## config.mk

```make
export PLATFORM = sky130hd
export DESIGN_NAME = shift_engine
export DESIGN_NICKNAME = d
export VERILOG_FILES = /design/src/rtl/shift_engine_pkg.sv /design/src/rtl/shift_engine_step.sv /design/src/rtl/shift_engine.sv
export SDC_FILE = /design/constraint.sdc
export NUM_CORES = 1
export LEC_CHECK = 0
export CAP_MARGIN = 40
export CELL_PAD_IN_SITES_DETAIL_PLACEMENT = 2
export CELL_PAD_IN_SITES_GLOBAL_PLACEMENT = 2
export CORE_MARGIN = 4
export CORE_UTILIZATION = 28
export CTS_CLUSTER_SIZE = 10
export DETAILED_ROUTE_END_ITERATION = 8
export PLACE_DENSITY_LB_ADDON = 0.25
export SYNTH_ARGS = -nofsm -noshare
export SYNTH_HDL_FRONTEND = slang
export SYNTH_SLANG_ARGS = --single-unit
```

## constraint.sdc

```tcl
create_clock -name clk -period 1.6 [get_ports clk]
set_input_delay 0.24 -clock clk [delete_from_list [all_inputs] [get_ports clk]]
set_output_delay 0.24 -clock clk [all_outputs]
set_load 0.005 [all_outputs]
```

## src/rtl/shift_engine_pkg.sv

```systemverilog
// ---------------------------------------------------------------------------
// shift_engine_pkg
// Shared types for the shift engine: the two-bit operation encoding and the
// control FSM state encoding. Imported by shift_step and shift_engine.
// ---------------------------------------------------------------------------
package shift_engine_pkg;

    typedef enum logic [1:0] {
        OP_LSL = 2'b00,
        OP_LSR = 2'b01,
        OP_ASR = 2'b10,
        OP_ROR = 2'b11
    } op_t;

    typedef enum logic [1:0] {
        ST_IDLE  = 2'd0,
        ST_SHIFT = 2'd1,
        ST_DONE  = 2'd2
    } state_t;

endpackage

```

## src/rtl/shift_engine_step.sv

```systemverilog
// ---------------------------------------------------------------------------
// shift_step
// Purely combinational single-position shifter used once per SHIFT cycle.
//   op        : operation (LSL, LSR, ASR, ROR)
//   data      : current data register value
//   result    : data shifted by one position
//   shift_out : the bit pushed out of the word by this step
// ---------------------------------------------------------------------------
module shift_step
    import shift_engine_pkg::*;
#(
    parameter int DATA_WIDTH = 8
) (
    input  op_t                   op,
    input  logic [DATA_WIDTH-1:0] data,
    output logic [DATA_WIDTH-1:0] result,
    output logic                  shift_out
);

    // One-bit shift; rotate feeds the outgoing LSB back into the MSB.
    always_comb begin
        result    = data;
        shift_out = 1'b0;
        case (op)
            OP_LSL: begin
                result    = {data[DATA_WIDTH-2:0], 1'b0};
                shift_out = data[DATA_WIDTH-1];
            end
            OP_LSR: begin
                result    = {1'b0, data[DATA_WIDTH-1:1]};
                shift_out = data[0];
            end
            OP_ASR: begin
                result    = {data[DATA_WIDTH-1], data[DATA_WIDTH-1:1]};
                shift_out = data[0];
            end
            OP_ROR: begin
                result    = {data[0], data[DATA_WIDTH-1:1]};
                shift_out = data[0];
            end
            default: begin
                result    = data;
                shift_out = 1'b0;
            end
        endcase
    end

endmodule

```

## src/rtl/shift_engine.sv

```systemverilog
// ---------------------------------------------------------------------------
// shift_engine
// Multi-cycle shifter: a data register shifted one bit per clock for a
// latched number of positions, with an IDLE/SHIFT/DONE control FSM.
//   clk    : rising-edge clock
//   reset  : asynchronous, active-low reset
//   load   : capture din into the data register (IDLE only, wins over start)
//   din    : load data
//   start  : begin an operation (IDLE only)
//   op     : 00 LSL, 01 LSR, 10 ASR, 11 ROR
//   amount : number of bit positions
//   dout   : data register
//   carry  : last bit shifted out
//   zero   : dout == 0
//   busy   : operation in progress
//   done   : one-cycle completion pulse
// Build option: define SHIFT_ENGINE_ROTATE_EN to enable ROR. Without it,
// op 11 completes immediately and leaves dout/carry untouched.
// ---------------------------------------------------------------------------
module shift_engine
    import shift_engine_pkg::*;
#(
    parameter int DATA_WIDTH = 8,
    parameter int AMT_WIDTH  = $clog2(DATA_WIDTH)
) (
    input  logic                  clk,
    input  logic                  reset,
    input  logic                  load,
    input  logic [DATA_WIDTH-1:0] din,
    input  logic                  start,
    input  logic [1:0]            op,
    input  logic [AMT_WIDTH-1:0]  amount,
    output logic [DATA_WIDTH-1:0] dout,
    output logic                  carry,
    output logic                  zero,
    output logic                  busy,
    output logic                  done
);

    state_t                 state;
    state_t                 state_next;
    op_t                    op_q;
    logic [AMT_WIDTH-1:0]   count;
    logic [DATA_WIDTH-1:0]  step_result;
    logic                   step_out;
    logic                   skip_shift;

    // Operations that finish without any shift cycles besides amount == 0.
`ifdef SHIFT_ENGINE_ROTATE_EN
    assign skip_shift = 1'b0;
`else
    assign skip_shift = (op_t'(op) == OP_ROR);
`endif

    shift_step #(
        .DATA_WIDTH (DATA_WIDTH)
    ) u_step (
        .op        (op_q),
        .data      (dout),
        .result    (step_result),
        .shift_out (step_out)
    );

    // FSM state register.
    always_ff @(posedge clk or negedge reset) begin
        if (!reset) begin
            state <= ST_IDLE;
        end else begin
            state <= state_next;
        end
    end

    // Next-state logic; the last SHIFT cycle is the one that sees count == 1.
    always_comb begin
        state_next = state;
        case (state)
            ST_IDLE: begin
                if (!load && start) begin
                    if ((amount == '0) || skip_shift) begin
                        state_next = ST_DONE;
                    end else begin
                        state_next = ST_SHIFT;
                    end
                end
            end
            ST_SHIFT: begin
                if (count == AMT_WIDTH'(1)) begin
                    state_next = ST_DONE;
                end
            end
            ST_DONE: begin
                state_next = ST_IDLE;
            end
            default: begin
                state_next = ST_IDLE;
            end
        endcase
    end

    // Datapath: load/latch only in IDLE, one shift step per SHIFT cycle.
    always_ff @(posedge clk or negedge reset) begin
        if (!reset) begin
            dout  <= '0;
            carry <= 1'b0;
            count <= '0;
            op_q  <= OP_LSL;
        end else if (state == ST_IDLE) begin
            if (load) begin
                dout  <= din;
                carry <= 1'b0;
            end else if (start) begin
                op_q  <= op_t'(op);
                count <= amount;
            end
        end else if (state == ST_SHIFT) begin
            dout  <= step_result;
            carry <= step_out;
            count <= count - AMT_WIDTH'(1);
        end
    end

    assign zero = (dout == '0);
    assign busy = (state != ST_IDLE);
    assign done = (state == ST_DONE);

endmodule

```

# ---- Word-level counts from Yosys, hierarchy flattened
# Index checks and enable logic that the tools add are counted.
dict set report word_totals {
  output_inout_bits 12
  regBits 16
  in_bits 17
}
dict set report classes {
  muxes 16
  n_eq_ne 13
  reduce_logical 15
  n_bitwise 1
  addsub 1
}
# cell n
set op_table {}
lappend op_table {{one-hot mux 8 bit (4 select lines)} 1}
lappend op_table {{2-to-1 mux 8 bit} 3}
lappend op_table {{2-to-1 mux 3 bit} 4}
lappend op_table {{inequality test 2 bit, second input constant} 6}
lappend op_table {{AND reduction 3 bit} 3}
lappend op_table {{== test 2 bit, second input constant} 4}
lappend op_table {{zero test 8 bit} 1}
lappend op_table {{2-to-1 mux 2 bit} 3}
lappend op_table {{== test 2 x 1 -> 1 bit, second input constant} 2}
lappend op_table {{zero test 2 bit} 2}
lappend op_table {{one-hot mux 2 bit (2 select lines)} 1}
lappend op_table {{AND reduction 2 bit} 2}
lappend op_table {{nonzero test 2 bit} 2}
lappend op_table {{== test 3 x 1 -> 1 bit, second input constant} 1}
lappend op_table {{zero test 3 bit} 1}
lappend op_table {{2-to-1 mux 1 bit} 3}
lappend op_table {{OR reduction 3 bit} 1}
lappend op_table {{subtractor 3 x 1 -> 3 bit, second input constant} 1}
lappend op_table {{one-hot mux 1 bit (2 select lines)} 1}
lappend op_table {{logical AND 1 bit} 1}
lappend op_table {{zero test 1 bit} 1}
lappend op_table {{logical OR 1 bit} 1}
lappend op_table {{inverter 1 bit} 1}

# ---- Depth between registers and ports, before layout
# Gate-level depths: netlist (run 1).
dict set report depth {
  depth_word 5
  ltp_mapped 5
  mapped_depth_nobuf 5
}

# ---- Hierarchy
# From an unflattened synthesis (run 1), not the netlist that was laid out.
dict set report hier_totals {
  hier_cells 104
  area_unflattened_um2 1029.7
}
# module cells_each n_inst area_per_inst_um2
set by_module_without_submodules {}
lappend by_module_without_submodules {shift_engine 92 1 910.9}
lappend by_module_without_submodules {shift_step 12 1 118.9}

# ---- Worst setup path after synthesis (run 1)
# OpenSTA, ideal clock, no wires.
dict set report synth_path {
  path_type {reg-to-output}
  start {register dout[3]}
  end {output port zero}
  arrival_time_ns 1.040
  required_time_ns 1.360
  n_path_buf 0
  path_stages_with_launch 3
  path_slack_ns 0.320
  cell_sequence {dfrtp_1 -> or4_1 -> nor2_1}
}
dict set report synth_via {
  elab_chain_cells 1
}
# element line
set synth_lines {}
lappend synth_lines {{start, declared} shift_engine.sv:33} ;# output logic [DATA_WIDTH-1:0] dout,
lappend synth_lines {{start signal, assigned} shift_engine.sv:109} ;# dout <= din;
lappend synth_lines {{start signal, assigned} shift_engine.sv:116} ;# dout <= step_result;
lappend synth_lines {{zero test 8 bit} shift_engine.sv:122} ;# assign zero = (dout == '0);
lappend synth_lines {{end, declared} shift_engine.sv:35} ;# output logic zero,
# Every way passes these cells.

# ---- Worst setup path in the final report (run 1)
dict set report layout_path {
  start {register dout[1]}
  end {output port zero}
}
# The elaborated chain is that of the path after synthesis.

==> flow_metrics.py, run 1 <==
metrics = {
    "synthesis": {
        "ys_top_cells_by_area": "sky130_fd_sc_hd__dfrtp_1 40%, sky130_fd_sc_hd__a221oi_2 8.9%, sky130_fd_sc_hd__mux2i_1 6.9%",
        "ys_seq_elements": 16,
        "synth-seq-area-share_pct": 39.65,
        "ys_types": 35,
        "synth_top_area_share_pct": 39.65,
        "synthDominantAreaCellType": "sky130_fd_sc_hd__dfrtp_1",
        "synth_warnings": 0,
        "synthesis.area_sq_mm": 0.001010,
        "synth_cells": 99,
        "synth_fp_nets": 118,
        "average_footprint_of_a_synthesized_cell_sq_um": 10.20,
    },
    "hold_path": {
        "hold_path_class": "in2async",
    },
    "critical_path": {
        "r2r_cells": 4,
        "criticalPathCategory": "reg2out",
        "setup.reg_to_reg.worst_slack_ps": 70,
        "timing.critical_path.arrival_ps": 1450,
        "critical_path.max_fanout": 2,
        "crit_path_cell_trace": "or4_1 -> nor2_1 -> buf_2",
        "worst_ep_required_time_ps": 1360,
        "crit_start": "dout[1]$_DFFE_PN0P_",
        "critical_path.startpoint_type": "flip-flop",
        "r2r-start": "state[1]$_DFFE_PN0P_",
        "critical_path_buf_inv_count": 1,
        "cp_top_family": "simple AND/OR/NAND/NOR gates",
        "r2r-end": "dout[7]$_DFFE_PN0P_",
        "max_stage_delay_ps": 510,
        "cp-end-kind": "output pin",
        "critical_path.slowest_cell": "sky130_fd_sc_hd__or4_1",
    },
    "cells_and_area": {
        "proportion_of_layout_cells_with_a_drive_suffix_above_1_pct": 28.67,
        "syn2layout_area_growth_pct": 55.14,
        "finish.utilization_pct": 45.86,
        "stdcell_count": 196,
        "fin_nets": 170,
        "insertedDiodeCount": 0,
    },
    "status": {
        "run_status": "finished, violations left",
        "violations": "setup timing",
    },
    "placed_design": {
        "numPortBuffers": 28,
        "numPlacedInstances": 186,
        "place_hpwl_mm": 2.750,
        "place_congestion": 0.7474,
        "preCtsSetupSlack_ps": -183.6,
    },
    "sta": {
        "grt_setup_unrepaired": "yes",
        "timing.final.crit_period_ps": 1692,
        "fmax_mhz": 590.9,
        "final_max_slew_viol_count": 0,
        "slew_headroom_pct": 75.29,
        "hold_viol_final": 0,
        "report.final.setup_viol": 1,
        "fin_skew_ps": 0.9837,
        "setup_ws_ps": -92.44,
        "fin_crit_sh_pct": 105.8,
        "worst-slew-pin-transition_ps": 369.8,
    },
    "floorplanning": {
        "design.die.area_sq_mm": 0.004631,
        "die_width_microns": 68.05,
        "fp.dieH_microns": 68.05,
        "core_area_sq_mm": 0.003416,
        "floorplan.initialDensity_pct": 29.56,
        "ioPinCount": 29,
        "rows": 21,
    },
    "grt": {
        "pin_count_of_the_biggest_net_entering_global_routing": 17,
        "grt_remaining_overflow": 0,
        "number_of_global_route_vias_before_repair": 1178,
        "global_route.usage.total_pct": 17.31,
        "first_pass_grt_wire_length_mm": 5.733,
        "grt_antenna_before_repair": 0,
    },
    "drt": {
        "mean_routed_wirelength_per_cell_microns": 18.68,
        "wl_mm": 3.662,
        "drt.antenna.violating_nets": 0,
        "routed-via-count": 969,
        "drt_iter0_markers": 43,
        "drt_first_pass_iters": 2,
        "remaining_drc_errors": 0,
        "via_to_cell_ratio": 4.944,
    },
    "run": {
        "max_cap_viol_count": 0,
    },
    "clock_tree": {
        "cts-root-to-sink-buffers": 2,
        "clkSinkCount": 16,
        "tritoncts": "done",
        "ctsHtreeMaxLevel": 1,
        "cts_buffers": 3,
        "worst_setup_hold_path_clk_slew_ps": 100,
        "clk_root_buffer_cell": "sky130_fd_sc_hd__clkbuf_4",
        "insertion_delay_ps": 300,
    },
    "power": {
        "power_per_cell_area_mw_per_mm2": 1818,
        "leakage_nw": 0.7260,
        "vdd.ir_drop.worst_v": 0.0006093,
    },
}
==> worst reg2reg max path, delay by kind of cell (launching register included) <==
| kind | cells | cell delay, ps |
|---|---|---|
| AOI/OAI and AO/OA | 2 | 680 |
| DFF | 1 | 410 |
| buffers and inverters | 2 | 320 |
==> how the worst max path moves through the flow <==
| stage | end | slack [ps] | cells after the start |
|---|---|---|---|
| floorplan | zero | 320 | 2 |
| global placement | zero | -130 | 3 |
| detailed placement | zero | -180 | 3 |
| CTS | zero | -120 | 3 |
| global route | zero | -150 | 3 |
| finish | zero | -90 | 3 |
==> cell usage in the layout, fill, tap and decap left out, drive strengths merged, types with 2 or more instances in the layout <==
cell,n
nor2b,2
a221oi,6
or4,2
clkbuf,4
ha,2
a22oi,4
inv,11
mux2i,7
clkdlybuf4s50,21
dlymetal6s2s,4
a21oi,2
nor2,11
nand2,4
o21ai,6
buf,24
dfrtp,16
dlygate4sd2,2
mux2,3
nand3b,2
nor3b,2
==> cell usage after synthesis, drive strengths merged <==
master	number
o21bai	1
a22o	1
a211o	1
and2	1
o21a	1
nor2	11
o41ai	1
or4	2
a221oi	6
or3	1
and3b	1
o21ai	6
mux2i	7
and2b	1
a21oi	2
inv	11
o21ba	1
buf	4
dfrtp	16
nor2b	2
a22oi	4
nand4bb	1
a211oi	1
nand2b	1
nor3b	2
and3	1
mux2	3
nand2	4
ha	2
nand3b	2
o211ai	1
==> metal layers <==
metal / track usage, % / part of all wire (%) / vias up
li1: - / - / 466
met2: 34.90 / 56 / 21
met3: 2.791 / 3.0 / 4
met4: 8.437 / 1.7 / 0
met1: 16.48 / 39 / 478
met5: 0 / 0 / -
==> layout make-up <==
type                       instances  area [sq um]
timing repair buffer              51         471.7
inverter                          11         41.29
fill                             369          1849
sequential                        16         400.4
multi-input combinational         68         559.3
tap                               46         57.56
clock buffer                       4         36.28
==> kinds of logic after synthesis <==
kind of cell,Yosys count,share of synthesized area (%)
mux,10,10.29
flops,16,39.65
simple gates,30,18.71
compound gates,26,22.80
buf+inv,15,6.072
fa+ha+maj,2,2.478
==> registers in the layout, indices dropped and copies added, names as in the netlist <==
signal and cells:
count 3, carry 1, op_q 2, state 2, dout 8
==> report_power, final <==
part / total, W / switching (W) / leakage (nW) / internal [W]
Combinational: 0.00179 / 0.000835 / 0.516 / 0.000958
Clock: 0.000284 / 0.000146 / 0.0210 / 0.000139
Sequential: 0.000770 / 0.000175 / 0.189 / 0.000595
Total: 0.00285 / 0.00116 / 0.726 / 0.00169
==> metrics by stage <==
step | setup TNS, ps | hold WS, ps | instance area (sq um) | total power, W
3_5_place_dp | -231.6 | 508.3 | 1468 | 0.002465
3_3_place_gp | -129.5 | 495.4 | 1468 | 0.002361
2_1_floorplan | 0 | -55.59 | 1010 | 0.001622
6_report | -92.44 | 253.2 | 1567 | 0.002848
4_1_cts | -123.2 | 250.7 | 1531 | 0.002812
5_1_grt | -157.5 | 255.4 | 1567 | 0.003068
==> timing repair <==
action | CTS | global route
buffers inserted | 4 | 2
gates cloned | 0 | 0
hold buffers | 0 | 0
pin swaps | 3 | 2
endpoints found under the hold margin | 0 | 0
resized for setup | 9 | 7
endpoints found under the setup margin | 3 | 7
No activity file was read; power rests on OpenSTA's default activity.
==> run 2, diff against run 1 <==
--- a/config.mk
+++ b/config.mk
@@ -10,9 +10,9 @@
 export CELL_PAD_IN_SITES_GLOBAL_PLACEMENT = 2
 export CORE_MARGIN = 4
 export CORE_UTILIZATION = 28
-export CTS_CLUSTER_SIZE = 10
 export DETAILED_ROUTE_END_ITERATION = 8
 export PLACE_DENSITY_LB_ADDON = 0.25
+export SKIP_LAST_GASP = 1
 export SYNTH_ARGS = -nofsm -noshare
 export SYNTH_HDL_FRONTEND = slang
 export SYNTH_SLANG_ARGS = --single-unit
==> flow_metrics.py, run 2 (synthesis results as in run 1) <==
metrics = {
    "status": {
        "run_status": "finished, violations left",
        "violations": "setup timing",
    },
    "clock_tree": {
        "clk_root_buffer_cell": "sky130_fd_sc_hd__clkbuf_4",
        "worst_setup_hold_path_clk_slew_ps": 100,
        "cts_buffers": 3,
        "insertion_delay_ps": 290,
        "tritoncts": "done",
        "cts-root-to-sink-buffers": 2,
        "ctsHtreeMaxLevel": 1,
        "clkSinkCount": 16,
    },
    "power": {
        "pwr-share-clk_pct": 9.8,
        "power_switching_w": 0.001133,
        "power_per_cell_area_mw_per_mm2": 1813,
        "switching_share_of_power_pct": 39.95,
        "leakage_nw": 0.7219,
        "pwr-share-seq_pct": 27.1,
        "cellInternalPower_w": 0.001704,
        "final_total_power_w": 0.002837,
        "combinationalPowerShare_pct": 63.2,
        "vdd.ir_drop.worst_v": 0.0006112,
    },
    "sta": {
        "fin_skew_ps": 6.447,
        "final_max_slew_viol_count": 0,
        "grt_setup_unrepaired": "yes",
        "fin_crit_sh_pct": 105.8,
        "slew_headroom_pct": 77.00,
        "timing.setup.tns_ps": -155.9,
        "report.final.setup_viol": 3,
        "hold_viol_final": 0,
        "fmax_mhz": 590.7,
        "worst-slew-pin-transition_ps": 340.6,
        "timing.final.crit_period_ps": 1693,
        "setup_ws_ps": -93.02,
    },
    "cells_and_area": {
        "layout.cells.most_common": "sky130_fd_sc_hd__clkdlybuf4s50_1",
        "multi_input_area_sq_um": 559.3,
        "insertedDiodeCount": 0,
        "syn2layout_area_growth_pct": 55.02,
        "area.sequential_sq_um": 400.4,
        "fillerInstances": 381,
        "proportion_of_layout_cells_with_a_drive_suffix_above_1_pct": 28.67,
        "largest-register": "dout",
        "final_cell_mix": "23 x sky130_fd_sc_hd__clkdlybuf4s50_1, 21 x sky130_fd_sc_hd__buf_4, 16 x sky130_fd_sc_hd__dfrtp_1",
        "largest_register_ff_count": 8,
        "stdcell_count": 196,
        "fin_nets": 170,
        "largestRegisters": "dout: 8 flops, count: 3 flops",
    },
    "critical_path": {
        "worst_ep_required_time_ps": 1360,
        "critical_path.slowest_cell": "sky130_fd_sc_hd__or4_1",
        "max_stage_delay_ps": 520,
        "critical_path.max_fanout": 2,
        "critical_path.startpoint_type": "flip-flop",
        "timing.critical_path.arrival_ps": 1450,
        "setup.reg_to_reg.worst_slack_ps": 100,
        "cp-end-kind": "output pin",
        "criticalPathCategory": "reg2out",
        "crit_path_cell_trace": "or4_1 -> nor2_1 -> buf_2",
    },
    "grt": {
        "global_route.usage.total_pct": 17.31,
        "pin_count_of_the_biggest_net_entering_global_routing": 17,
        "number_of_global_route_vias_before_repair": 1178,
        "grt_remaining_overflow": 0,
        "grt_antenna_before_repair": 0,
        "first_pass_grt_wire_length_mm": 5.733,
    },
    "placed_design": {
        "numPortBuffers": 28,
        "numPlacedInstances": 186,
        "place_congestion": 0.7474,
        "place_hpwl_mm": 2.750,
        "preCtsSetupSlack_ps": -183.6,
    },
    "drt": {
        "remaining_drc_errors": 0,
        "mean_routed_wirelength_per_cell_microns": 18.12,
        "wl_mm": 3.552,
        "drt_iter0_markers": 25,
        "routed-via-count": 982,
        "drt_first_pass_iters": 2,
        "via_to_cell_ratio": 5.010,
        "drt.antenna.violating_nets": 0,
    },
    "floorplanning": {
        "core_area_sq_mm": 0.003416,
        "floorplan.initialDensity_pct": 29.56,
        "fp.dieH_microns": 68.05,
        "design.die.area_sq_mm": 0.004631,
        "die_width_microns": 68.05,
        "ioPinCount": 29,
        "rows": 21,
    },
    "hold_path": {
        "hold_path_class": "in2async",
    },
    "run": {
        "max_cap_viol_count": 0,
    },
}
run 2: cell count changes in the layout (fill, tap and decap cells not counted), sizes merged:
cell and delta:
dlygate4sd2 -1, clkdlybuf4s50 +2, dlymetal6s2s -1
run 2: what timing repair did:
action / 4_1_cts / 5_1_grt
endpoints found under the setup margin: 3 / 8
setup buffers: 4 / 2
hold buffers: 0 / 0
gates resized for setup: 8 / 6
cloned: 0 / 0
pin swaps: 3 / 2
run 2: final cells by class:
type	instances	area share (%)
sequential	16	25.58
clock buffer	4	2.318
inverter	11	2.638
multi-input combinational	68	35.73
tap	46	3.677
timing repair buffer	51	30.06
run 2: final timing paths:
kind / depth (start not counted) / from / to
max: 3 / dout[1]$_DFFE_PN0P_ / zero
min: 2 / reset / carry$_DFFE_PN0P_
max reg2reg: 4 / state[1]$_DFFE_PN0P_ / dout[7]$_DFFE_PN0P_
min reg2reg: 1 / carry$_DFFE_PN0P_ / carry$_DFFE_PN0P_
max in group asynchronous: 2 / reset / count[2]$_DFFE_PN0P_
min in group clk: 3 / din[5] / dout[5]$_DFFE_PN0P_
run 2: routing by layer:
layer	part of all wire, %	global-route usage (%)
met2	55	34.90
met5	0	0
met1	39	16.48
met4	2.1	8.437
met3	3.8	2.791
run 2: critical path: cells and delay by family (launching register included):
family	cells	cell delay, ps
simple gates	2	650
flops	1	390
buf+inv	1	130
run 2: through the flow:
stage	utilization [%]	cell area [sq um]	hold slack [ps]
2_1_floorplan	-	1010	-55.59
5_1_grt	45.82	1565	263.9
4_1_cts	44.87	1533	250.7
3_5_place_dp	42.97	1468	508.3
3_3_place_gp	42.97	1468	495.4
6_report	45.82	1565	252.8
run 2: power groups by stage:
stage	Combinational, W	Clock, W	Sequential (W)
after global placement	0.00161	0	0.000749
after detailed placement	0.00168	0	0.000781
after global routing	0.00197	0.000308	0.000795
after floorplan	0.000821	0	0.000801
final	0.00179	0.000277	0.000768
after CTS	0.00177	0.000293	0.000762
